--- config.mk ---
export PLATFORM = sky130hd
export DESIGN_NAME = gray_count_rx
export DESIGN_NICKNAME = d
export VERILOG_FILES = /design/src/rtl/gray_count_rx_pkg.sv /design/src/rtl/gray_count_rx_sync.sv /design/src/rtl/gray_count_rx.sv
export SDC_FILE = /design/constraint.sdc
export NUM_CORES = 1
export LEC_CHECK = 0
export CAP_MARGIN = 20
export CORE_MARGIN = 2
export CORE_UTILIZATION = 25
export DETAILED_ROUTE_END_ITERATION = 16
export PLACE_DENSITY = 0.42
export SLEW_MARGIN = 20
export SYNTH_ARGS = -nofsm -noshare
export SYNTH_HDL_FRONTEND = slang
export SYNTH_SLANG_ARGS = --single-unit
--- constraint.sdc ---
create_clock -name clk_d -period 5.16 [get_ports clk_d]
set_clock_uncertainty 0.1 [all_clocks]
set_input_delay 1.032 -clock clk_d [delete_from_list [all_inputs] [get_ports clk_d]]
set_output_delay 1.032 -clock clk_d [all_outputs]
set_load 0.02 [all_outputs]
--- src/rtl/gray_count_rx_pkg.sv ---
// Shared types and helpers for the gray-count receiver.
package gray_count_rx_pkg;

    localparam int unsigned GCR_MAX_WIDTH = 32;

    typedef enum logic {
        PRIME,
        TRACK
    } gcr_state_e;

    // Bit i of the result is the XOR of g[MSB:i]; unused upper bits are zero.
    function automatic logic [GCR_MAX_WIDTH-1:0] gray2bin(input logic [GCR_MAX_WIDTH-1:0] g);
        logic [GCR_MAX_WIDTH-1:0] b;
        b = '0;
        for (int unsigned i = 0; i < GCR_MAX_WIDTH; i++) begin
            b[i] = ^(g >> i);
        end
        return b;
    endfunction

endpackage

--- src/rtl/gray_count_rx_sync.sv ---
// Multi-flop synchronizer chain for an asynchronous bus.
module gray_count_rx_sync #(
    parameter int unsigned WIDTH  = 1,
    parameter int unsigned STAGES = 2
) (
    input  logic             clk,
    input  logic             rst_n,
    input  logic [WIDTH-1:0] d,
    output logic [WIDTH-1:0] q
);

    logic [WIDTH-1:0] chain [STAGES];

    // Shift the sampled bus through STAGES flops; reset clears every stage.
    always_ff @(posedge clk) begin
        if (!rst_n) begin
            for (int unsigned i = 0; i < STAGES; i++) begin
                chain[i] <= '0;
            end
        end else begin
            chain[0] <= d;
            for (int unsigned i = 1; i < STAGES; i++) begin
                chain[i] <= chain[i-1];
            end
        end
    end

    assign q = chain[STAGES-1];

endmodule

--- src/rtl/gray_count_rx.sv ---
// Destination-side receiver for a gray-coded count: synchronize, decode,
// accumulate increments and hand them off over valid/ready.
// Optional step checker (MAX_STEP parameter, err_d port) is built when
// GRAY_COUNT_RX_STEP_CHK_EN is defined.
module gray_count_rx
    import gray_count_rx_pkg::*;
#(
    parameter int unsigned WIDTH       = 8,
    parameter int unsigned SYNC_STAGES = 2,
    parameter int unsigned OFFSET      = 0
`ifdef GRAY_COUNT_RX_STEP_CHK_EN
    ,
    parameter int unsigned MAX_STEP    = 1
`endif
) (
    input  logic             clk_d,
    input  logic             rst_d_n,
    input  logic             init_d_n,
    input  logic [WIDTH-1:0] gray_s,
    output logic [WIDTH-1:0] count_d,
    output logic [WIDTH:0]   delta_d,
    output logic             delta_vld_d,
    input  logic             delta_rdy_d,
    output logic             ovf_d
`ifdef GRAY_COUNT_RX_STEP_CHK_EN
    ,
    output logic             err_d
`endif
);

    localparam logic [WIDTH-1:0] OFF       = WIDTH'(OFFSET);
    localparam logic [2:0]       FILL_LAST = 3'(SYNC_STAGES);

    logic             clr_n;
    logic [WIDTH-1:0] g_sync;
    logic [WIDTH-1:0] bin_new;

    gcr_state_e       state_q, state_nx;
    logic [2:0]       fill_q, fill_nx;
    logic [WIDTH-1:0] bin_q, bin_nx;
    logic [WIDTH-1:0] count_q, count_nx;
    logic [WIDTH:0]   pend_q, pend_nx;
    logic             ovf_q, ovf_nx;
    logic [WIDTH-1:0] inc;
    logic             hs;
    logic [WIDTH:0]   base;
    logic [WIDTH+1:0] sum;

    // Reset and functional init have identical effect, including on the synchronizer.
    assign clr_n = rst_d_n & init_d_n;

    gray_count_rx_sync #(
        .WIDTH  (WIDTH),
        .STAGES (SYNC_STAGES)
    ) u_sync (
        .clk   (clk_d),
        .rst_n (clr_n),
        .d     (gray_s),
        .q     (g_sync)
    );

    assign bin_new = WIDTH'(gray2bin(GCR_MAX_WIDTH'(g_sync)));

    // Next state: wait out the synchronizer fill, load a baseline, then track.
    always_comb begin
        state_nx = state_q;
        fill_nx  = fill_q;
        bin_nx   = bin_q;
        count_nx = count_q;
        inc      = '0;
        case (state_q)
            PRIME: begin
                if (fill_q == FILL_LAST) begin
                    bin_nx   = bin_new;
                    count_nx = bin_new - OFF;
                    state_nx = TRACK;
                end else begin
                    fill_nx = fill_q + 3'd1;
                end
            end
            TRACK: begin
                inc      = bin_new - bin_q;
                bin_nx   = bin_new;
                count_nx = bin_new - OFF;
            end
        endcase
    end

    // Accumulator: a handshake restarts from this cycle's increment so nothing
    // arriving on the same edge is dropped; the carry bit flags saturation.
    always_comb begin
        hs      = delta_vld_d && delta_rdy_d;
        base    = hs ? '0 : pend_q;
        sum     = {1'b0, base} + {2'b00, inc};
        pend_nx = sum[WIDTH:0];
        ovf_nx  = ovf_q;
        if (sum[WIDTH+1]) begin
            pend_nx = '1;
            ovf_nx  = 1'b1;
        end
    end

    // State and datapath registers.
    always_ff @(posedge clk_d) begin
        if (!rst_d_n || !init_d_n) begin
            state_q <= PRIME;
            fill_q  <= '0;
            bin_q   <= '0;
            count_q <= '0;
            pend_q  <= '0;
            ovf_q   <= 1'b0;
        end else begin
            state_q <= state_nx;
            fill_q  <= fill_nx;
            bin_q   <= bin_nx;
            count_q <= count_nx;
            pend_q  <= pend_nx;
            ovf_q   <= ovf_nx;
        end
    end

    assign count_d     = count_q;
    assign delta_d     = pend_q;
    assign delta_vld_d = (pend_q != '0);
    assign ovf_d       = ovf_q;

`ifdef GRAY_COUNT_RX_STEP_CHK_EN
    logic [WIDTH-1:0] g_prev_q;
    logic [WIDTH-1:0] g_diff;
    logic             step_bad;
    logic             err_q;

    // Flag an oversized decoded step or a multi-bit change in the sampled gray word.
    always_comb begin
        g_diff   = g_sync ^ g_prev_q;
        step_bad = (32'(inc) > 32'(MAX_STEP)) || ((g_diff & (g_diff - 1'b1)) != '0);
    end

    // Previous synchronized sample and sticky error flag.
    always_ff @(posedge clk_d) begin
        if (!rst_d_n || !init_d_n) begin
            g_prev_q <= '0;
            err_q    <= 1'b0;
        end else begin
            g_prev_q <= g_sync;
            if (state_q == TRACK && step_bad) begin
                err_q <= 1'b1;
            end
        end
    end

    assign err_d = err_q;
`endif

endmodule

## Word level (Yosys, flattened, before mapping)

Memories as Yosys holds them, arrays and structs flattened.
Index checks and enable logic that the tools add are counted.
Widths: inputs -> output; s select.

- Add/sub/neg operators: 3
- Equality and inequality tests: 2
- Reductions and logical operators: 14
- Bitwise operators: 5
- Multiplexer cells: 11

Operators with widths:

| kind | count |
|---|---|
| $reduce_xor 32->1 | 8 |
| $mux 8 | 4 |
| $mux 9 | 2 |
| $pmux 8 s2 | 1 |
| $add 9x8->10 | 1 |
| $reduce_bool 9->1 | 1 |
| $sub 8x8->8 | 1 |
| $mux 1 | 4 |
| $add 3x1->3 const B | 1 |
| $eq 3x2->1 const B | 1 |
| $logic_not 1->1 | 2 |
| $ne 2x2->1 const B | 1 |
| $not 1->1 | 2 |
| $or 1x1->1 | 2 |
| $reduce_and 2->1 | 1 |
| $and 1x1->1 | 1 |
| $logic_and 1x1->1 | 1 |
| $logic_or 1x1->1 | 1 |

- Input bits: 12
- Output and inout port bits: 19
- Flip-flop bits (word level): 22
- Memories kept: 1
- RAM bits: 16

Memory list:

| memory | words | width | rd ports | clocked after Yosys merged registers in | wr ports | line | RTL |
|---|---|---|---|---|---|---|---|
| u_sync.chain | 2 | 8 | 2 | 0 | 2 | gray_count_rx_sync.sv:12 | `logic [WIDTH-1:0] chain [STAGES];` |

## Longest topological paths before layout

Gate-level depths: netlist of the first run.

- Word-level depth: 5
- Mapped depth: 15
- Gate-level depth less buffers: 15

## By module

From an unflattened synthesis of the first run, not the netlist that was laid out.

- Cells, all modules: 240
- Area, all modules: 2135.8 um^2

Modules (own cells, without submodules):

| module | cells each | times used | area each (um^2) |
|---|---|---|---|
| gray_count_rx | 199 | 1 | 1629.1 |
| gray_count_rx_sync | 41 | 1 | 506.7 |

## Worst setup path after synthesis of the first run

Ideal clock, no wire load.

- Path kind: reg2reg
- Start point: memory u_sync.chain[1][7] (netlist: u_sync.chain[0][15])
- End point: register pend_q[7] (netlist: delta_d[7])
- Path slack: 765 ps
- Path buffers: 0
- Cell stages (with the launch flop): 16
- Data arrival time: 4137 ps
- Cell sequence: dfxtp_1 > xor3_2 > xnor3_2 > xnor2_2 > ha_1 > fa_1 > nor2b_1 > o21ai_0 > a21oi_1 > and3b_1 > ha_1 > a21oi_1 > nand2_1 > o2111a_1 > o31ai_2 > a41oi_1

RTL lines:

| what | line | RTL |
|---|---|---|
| start, declared | gray_count_rx_sync.sv:12 |  |
| end signal, assigned | gray_count_rx.sv:117 | `pend_q <= pend_nx;` |
| end, declared | gray_count_rx.sv:42 | `logic [WIDTH:0] pend_q, pend_nx;` |

==> results of run 1 <==
-- Yosys cell counts, types with 2 or more instances --
library cell	count	share of area (%)
nor3b_1	2	0.72
a211oi_1	5	1.8
o21ai_0	5	1.2
clkbuf_1	6	1.1
nor2b_1	15	4.5
dfxtp_1	38	36
xnor2_1	5	2.1
a21oi_1	21	5.0
nand3_1	7	1.7
xor2_1	8	3.3
fa_1	2	1.9
nor2_1	16	2.9
or3_1	2	0.60
inv_1	22	3.9
nand2b_1	4	1.2
a31oi_1	2	0.60
and3_1	16	4.8
nand2_1	21	3.8
ha_1	17	10
nor3_1	3	0.72
-- state kept, by name (all words and copies together) (netlist names) --
signal        flops
delta_d           9
fill_q            3
u_sync.chain     16
state_q           1
bin_q             8
ovf_d             1
-- worst max-delay path, stage by stage, from the launching register on --
cell	delay, ps
dfxtp_1	410
xor3_2	520
xnor3_2	460
xnor2_2	170
ha_1	210
fa_1	380
nor2b_1	150
o21ai_0	110
a21oi_1	240
and3b_1	210
ha_1	360
a21oi_1	210
nand2_1	90
o2111a_1	270
o31ai_2	210
buf_4	200
a41oi_1	110
-- power breakdown --
part	total, mW	switching [mW]	internal (mW)	leakage [nW]
clock network	0.258	0.115	0.144	0.0504
logic	0.0827	0.0450	0.0378	0.722
registers	0.304	0.00430	0.299	0.308
total	0.645	0.164	0.481	1.08
-- final timing paths --
check / from / end / slack [ps] / cells after the start
max reg2reg: u_sync.chain[0][15] / delta_d[7] / 570 / 16
min: ovf_d / ovf_d / 350 / 2
min reg2reg: ovf_d / ovf_d / 350 / 2
max: u_sync.chain[0][15] / delta_d[7] / 570 / 16
-- through the flow --
step	utilization, %	hold slack (ps)
after floorplan	-	344
after global placement	30.8	338
after detailed placement	30.8	343
after CTS	32.2	354
after global routing	32.2	397
final	32.2	350
-- cell usage in the layout (no fill, tap or decap), drive strengths merged, types with 2 or more instances in the layout --
master	n
dfxtp	38
clkdlybuf4s50	30
inv	22
nand2	21
a21oi	21
ha	17
nor2	16
and3	16
nor2b	15
xor2	9
nand3	7
xnor2	6
o21ai	5
a211oi	5
clkbuf	5
nand2b	4
nor3	3
nor3b	2
or3	2
a31oi	2
fa	2
clkinvlp	2
-- cell type report --
type	count	share of cell area, %
Clock buffer	5	2.61
Clock inverter	3	1.71
Inverter	22	3.14
Multi-Input combinational cell	175	47.0
Sequential cell	38	28.9
Tap cell	105	4.99
Timing Repair Buffer	31	11.7
-- cell families after synthesis --
logic type	share of synthesized area, %
DFF	36.3
adders and majority gates	12.0
xor gates and xnor gates	9.30
muxes	0.477
buffers and inverters	5.01
and+or+nand+nor	23.6
AOI/OAI and AO/OA	13.3
-- layer usage --
| metal | vias up | GRT usage, % | share of wire, % |
|---|---|---|---|
| li1 | 884 | - | - |
| met1 | 773 | 15.2 | 51 |
| met2 | 23 | 18.6 | 45 |
| met3 | 5 | 2.61 | 2.7 |
| met4 | 0 | 2.50 | 0.67 |
| met5 | - | 0 | 0 |
==> flow_summary.json, run 1 <==
{
  "status": "complete, no violations",
  "syn-cell-area_um2": 2100,
  "slew_headroom_pct": 44.2,
  "irDropWorstVdd_mv": 0.0954,
  "tightestPinTransition_ps": 835,
  "yosysSeqAreaShare_pct": 36.3,
  "track_usage_pct": 11.3,
  "crit_fanout": 9,
  "gr-total-overflow": 0,
  "finalNonFillerCells": 379,
  "grt_max_degree": 23,
  "synth-seq-cells": 38,
  "final_area_um2": 2630,
  "gp_congestion": 0.716,
  "final.setup.tns_ps": 0,
  "synth_warnings": 0,
  "period_share_pct": 88.9,
  "drc": 0,
  "slew_violations": 0,
  "synth_cells": 241,
  "setup_viol": 0,
  "max_cap_violations": 0,
  "holdBufCountCts": 0,
  "synthFlopType": "dfxtp_1",
  "place_inst": 371,
  "post_cts_buffers": 0,
  "min_period_ps": 4590,
  "wirelength_um": 4750,
  "layout.area.seq_um2": 761,
  "portBuffers": 30,
  "worstSetupPathType": "reg2reg",
  "cts_resized": 0,
  "detail_route.iter0.violations": 55,
  "finalHoldViolations": 0,
  "wire_per_inst_um": 12.5,
  "cp-start-kind": "register",
  "antenna_found_initial": 0,
  "leakage_nw": 1.08,
  "multi_input_area_um2": 1240,
  "initial_core_util_pct": 25.7,
  "end_kind": "register",
  "dp_slack_ps": 582,
  "die_x_um": 95.6,
  "power_density_nw_per_um2": 245,
  "syn_area_per_cell_um2": 8.71,
  "crit_arrival_ps": 4610,
  "ys_types": 44,
  "clock_latency_ps": 300,
  "drive_above_1_share_pct": 6.57,
  "die_h_um": 95.6,
  "clockBufferDepth": 2,
  "hp-class": "reg2reg",
  "nFillCells": 867,
  "placed_area_um2": 2510,
  "power.total_mw": 0.645,
  "hpwl_um": 3580,
  "diodes": 0,
  "die-area_um2": 9140,
  "syn_nets": 272,
  "clkTransAtPathRegs_ps": 80,
  "numCtsBuffers": 5,
  "grt_pass1_vias": 1694,
  "syn2layout_area_growth_pct": 25.5,
  "vias_per_cell": 4.45,
  "drt-pass1-iter-count": 4,
  "cp_data_required_time_ps": 5190,
  "core_area_um2": 8180,
  "root_buffer": "clkbuf_8",
  "tritoncts": "done",
  "timing.final.ws_setup_ps": 573,
  "antenna_left": 0,
  "cts_max_level": 2,
  "fin_nets": 304,
  "fmax_mhz": 218,
  "async_flop_share_pct": 0,
  "vias": 1685,
  "ioPinCount": 31,
  "grt_pass1_wl_um": 7990,
  "numClockSinks": 38,
  "rsz0062_at_grt": "false",
  "synth_edf_count": 0,
  "rows": 33
}
Power figures use the tool's default switching activity.
==> run 2: changes to the inputs <==
CORE_UTILIZATION = 54   (was 25)
PLACE_DENSITY = 0.79   (was 0.42)
SLEW_MARGIN = not set   (was 20)
==> run 2 against run 1 <==
Critical path depth down 1. Worst setup slack worse by 170 ps. Power down 0.82%. Die area down 52%. Sequential power about the same. Global-route usage up 11 points. Combinational power about the same. Final area down 2.8%. Clock-buffer cell count unchanged. Hold slack better by 1.8 ps. Wire length down 8.9%. Utilization up 37 points. Largest cell class unchanged. Largest power group unchanged. Highest routed layer unchanged.
==> flow_summary.json, run 2 (same netlist as run 1, synthesis figures left out) <==
{
  "numClockSinks": 38,
  "dp_slack_ps": 319,
  "largest_reg_flops": 16,
  "cts_max_level": 2,
  "syn2layout_area_growth_pct": 21.9,
  "die-area_um2": 4400,
  "clock_latency_ps": 290,
  "placed_area_um2": 2440,
  "wirelength_um": 4330,
  "slew_headroom_pct": 28.1,
  "ioPinCount": 31,
  "rows": 22,
  "vias": 1725,
  "final.setup.tns_ps": 0,
  "min_period_ps": 4760,
  "slew_violations": 0,
  "tightestPinTransition_ps": 1080,
  "initial_core_util_pct": 56.9,
  "drt-pass1-iter-count": 4,
  "power_density_nw_per_um2": 250,
  "clkTransAtPathRegs_ps": 80,
  "crit_arrival_ps": 4790,
  "worstSetupPathType": "reg2reg",
  "grt_pass1_vias": 1654,
  "hpwl_um": 3150,
  "gr-total-overflow": 0,
  "leakage_nw": 1.08,
  "core_area_um2": 3690,
  "irDropWorstVdd_mv": 0.240,
  "antenna_left": 0,
  "root_buffer": "clkbuf_8",
  "drc": 0,
  "gp_congestion": 0.856,
  "vias_per_cell": 5.37,
  "fin_nets": 303,
  "regMostFlops": "u_sync.chain",
  "end_kind": "register",
  "setup_viol": 0,
  "rsz0062_at_grt": "false",
  "final_area_um2": 2560,
  "final_common_cell": "dfxtp_1",
  "detail_route.iter0.violations": 72,
  "post_cts_buffers": 0,
  "track_usage_pct": 22.3,
  "status": "complete, no violations",
  "wire_per_inst_um": 13.5,
  "most-common-layout-cells": "dfxtp_1, clkdlybuf4s50_1, inv_1, nand2_1, a21oi_1",
  "period_share_pct": 92.2,
  "die_x_um": 66.3,
  "cp-start-kind": "register",
  "crit_path_max_incr_delay_ps": 530,
  "grt_max_degree": 23,
  "fmax_mhz": 210,
  "max_cap_violations": 0,
  "die_h_um": 66.3,
  "diodes": 0,
  "cp_data_required_time_ps": 5190,
  "path_cells": "xor3_2 > xnor3_2 > xnor2_2 > ha_1 > fa_1 > nor2b_1 > o21ai_0 > a21oi_1 > and3b_1 > ha_1 > a21oi_1 > nand2_1 > o2111a_1 > o31ai_4 > a41oi_1",
  "drive_above_1_share_pct": 5.86,
  "grt_pass1_wl_um": 7380,
  "cpMaxStageDelayCell": "xor3_2",
  "numCtsBuffers": 5,
  "clockBufferDepth": 2,
  "crit_fanout": 9,
  "tritoncts": "done",
  "antenna_found_initial": 0,
  "hp-class": "reg2reg",
  "timing.final.ws_setup_ps": 404,
  "finalHoldViolations": 0,
  "portBuffers": 30
}
==> run 2: final cells by class <==
cell class              count  area [um2]
clock inverters             3        45.0
clock buffers               5        68.8
repair buffers             30         300
inverters                  22        82.6
well taps                  48        60.1
flip-flops and latches     38         761
fillers                   299        1130
multi-input cells         175        1240
==> run 2: metal layers <==
| layer | track usage [%] | part of all wire, % |
|---|---|---|
| met4 | 5.36 | 0.44 |
| met1 | 28.0 | 48 |
| met5 | 0 | 0 |
| met2 | 38.4 | 48 |
| met3 | 5.11 | 3.3 |
==> run 2: per-stage QoR <==
step	utilization (%)	hold WS [ps]	total power, mW	std cells
2_1_floorplan	-	344	0.365	241
3_3_place_gp	66.0	335	0.390	313
3_5_place_dp	66.0	339	0.391	313
4_1_cts	69.1	351	0.641	321
5_1_grt	69.4	384	0.667	321
6_report	69.4	352	0.640	321
==> run 2: power breakdown <==
group | switching (mW) | internal, mW
combinational | 0.0452 | 0.0373
clock | 0.110 | 0.144
sequential | 0.00432 | 0.299
==> run 2: worst paths after layout <==
kind | startpoint | endpoint | slack (ps) | depth (start not counted)
setup reg to reg | u_sync.chain[0][15] | delta_d[7] | 400 | 15
hold reg to reg | ovf_d | ovf_d | 350 | 2
hold / removal | ovf_d | ovf_d | 350 | 2
setup / recovery | u_sync.chain[0][15] | delta_d[7] | 400 | 15
==> run 2: repair_timing <==
action | in CTS | in global routing
hold endpoints to repair | 0 | 0
hold buffers | 0 | 0
resized for setup | 0 | 1
setup endpoints to repair | 0 | 9
==> run 2: critical path: cells and delay by family (launching register included) <==
| family | cells | cell delay [ps] |
|---|---|---|
| AOI/OAI and AO/OA | 6 | 1500 |
| xor gates and xnor gates | 3 | 1180 |
| adders and majority gates | 3 | 950 |
| and+or+nand+nor | 3 | 460 |
| DFF | 1 | 410 |
==> run 3: changes to the inputs <==
--- a/constraint.sdc
+++ b/constraint.sdc
@@ -4,2 +4,2 @@
 set_output_delay 1.032 -clock clk_d [all_outputs]
-set_load 0.02 [all_outputs]
+set_load 0.05 [all_outputs]
==> results of run 3 <==
The final DEF is identical to that of run 2. Status: complete, no violations.
Among the figures that moved: total power 0.640 mW -> 0.644 mW; worst IR drop on VDD 0.240 mV -> 0.241 mV
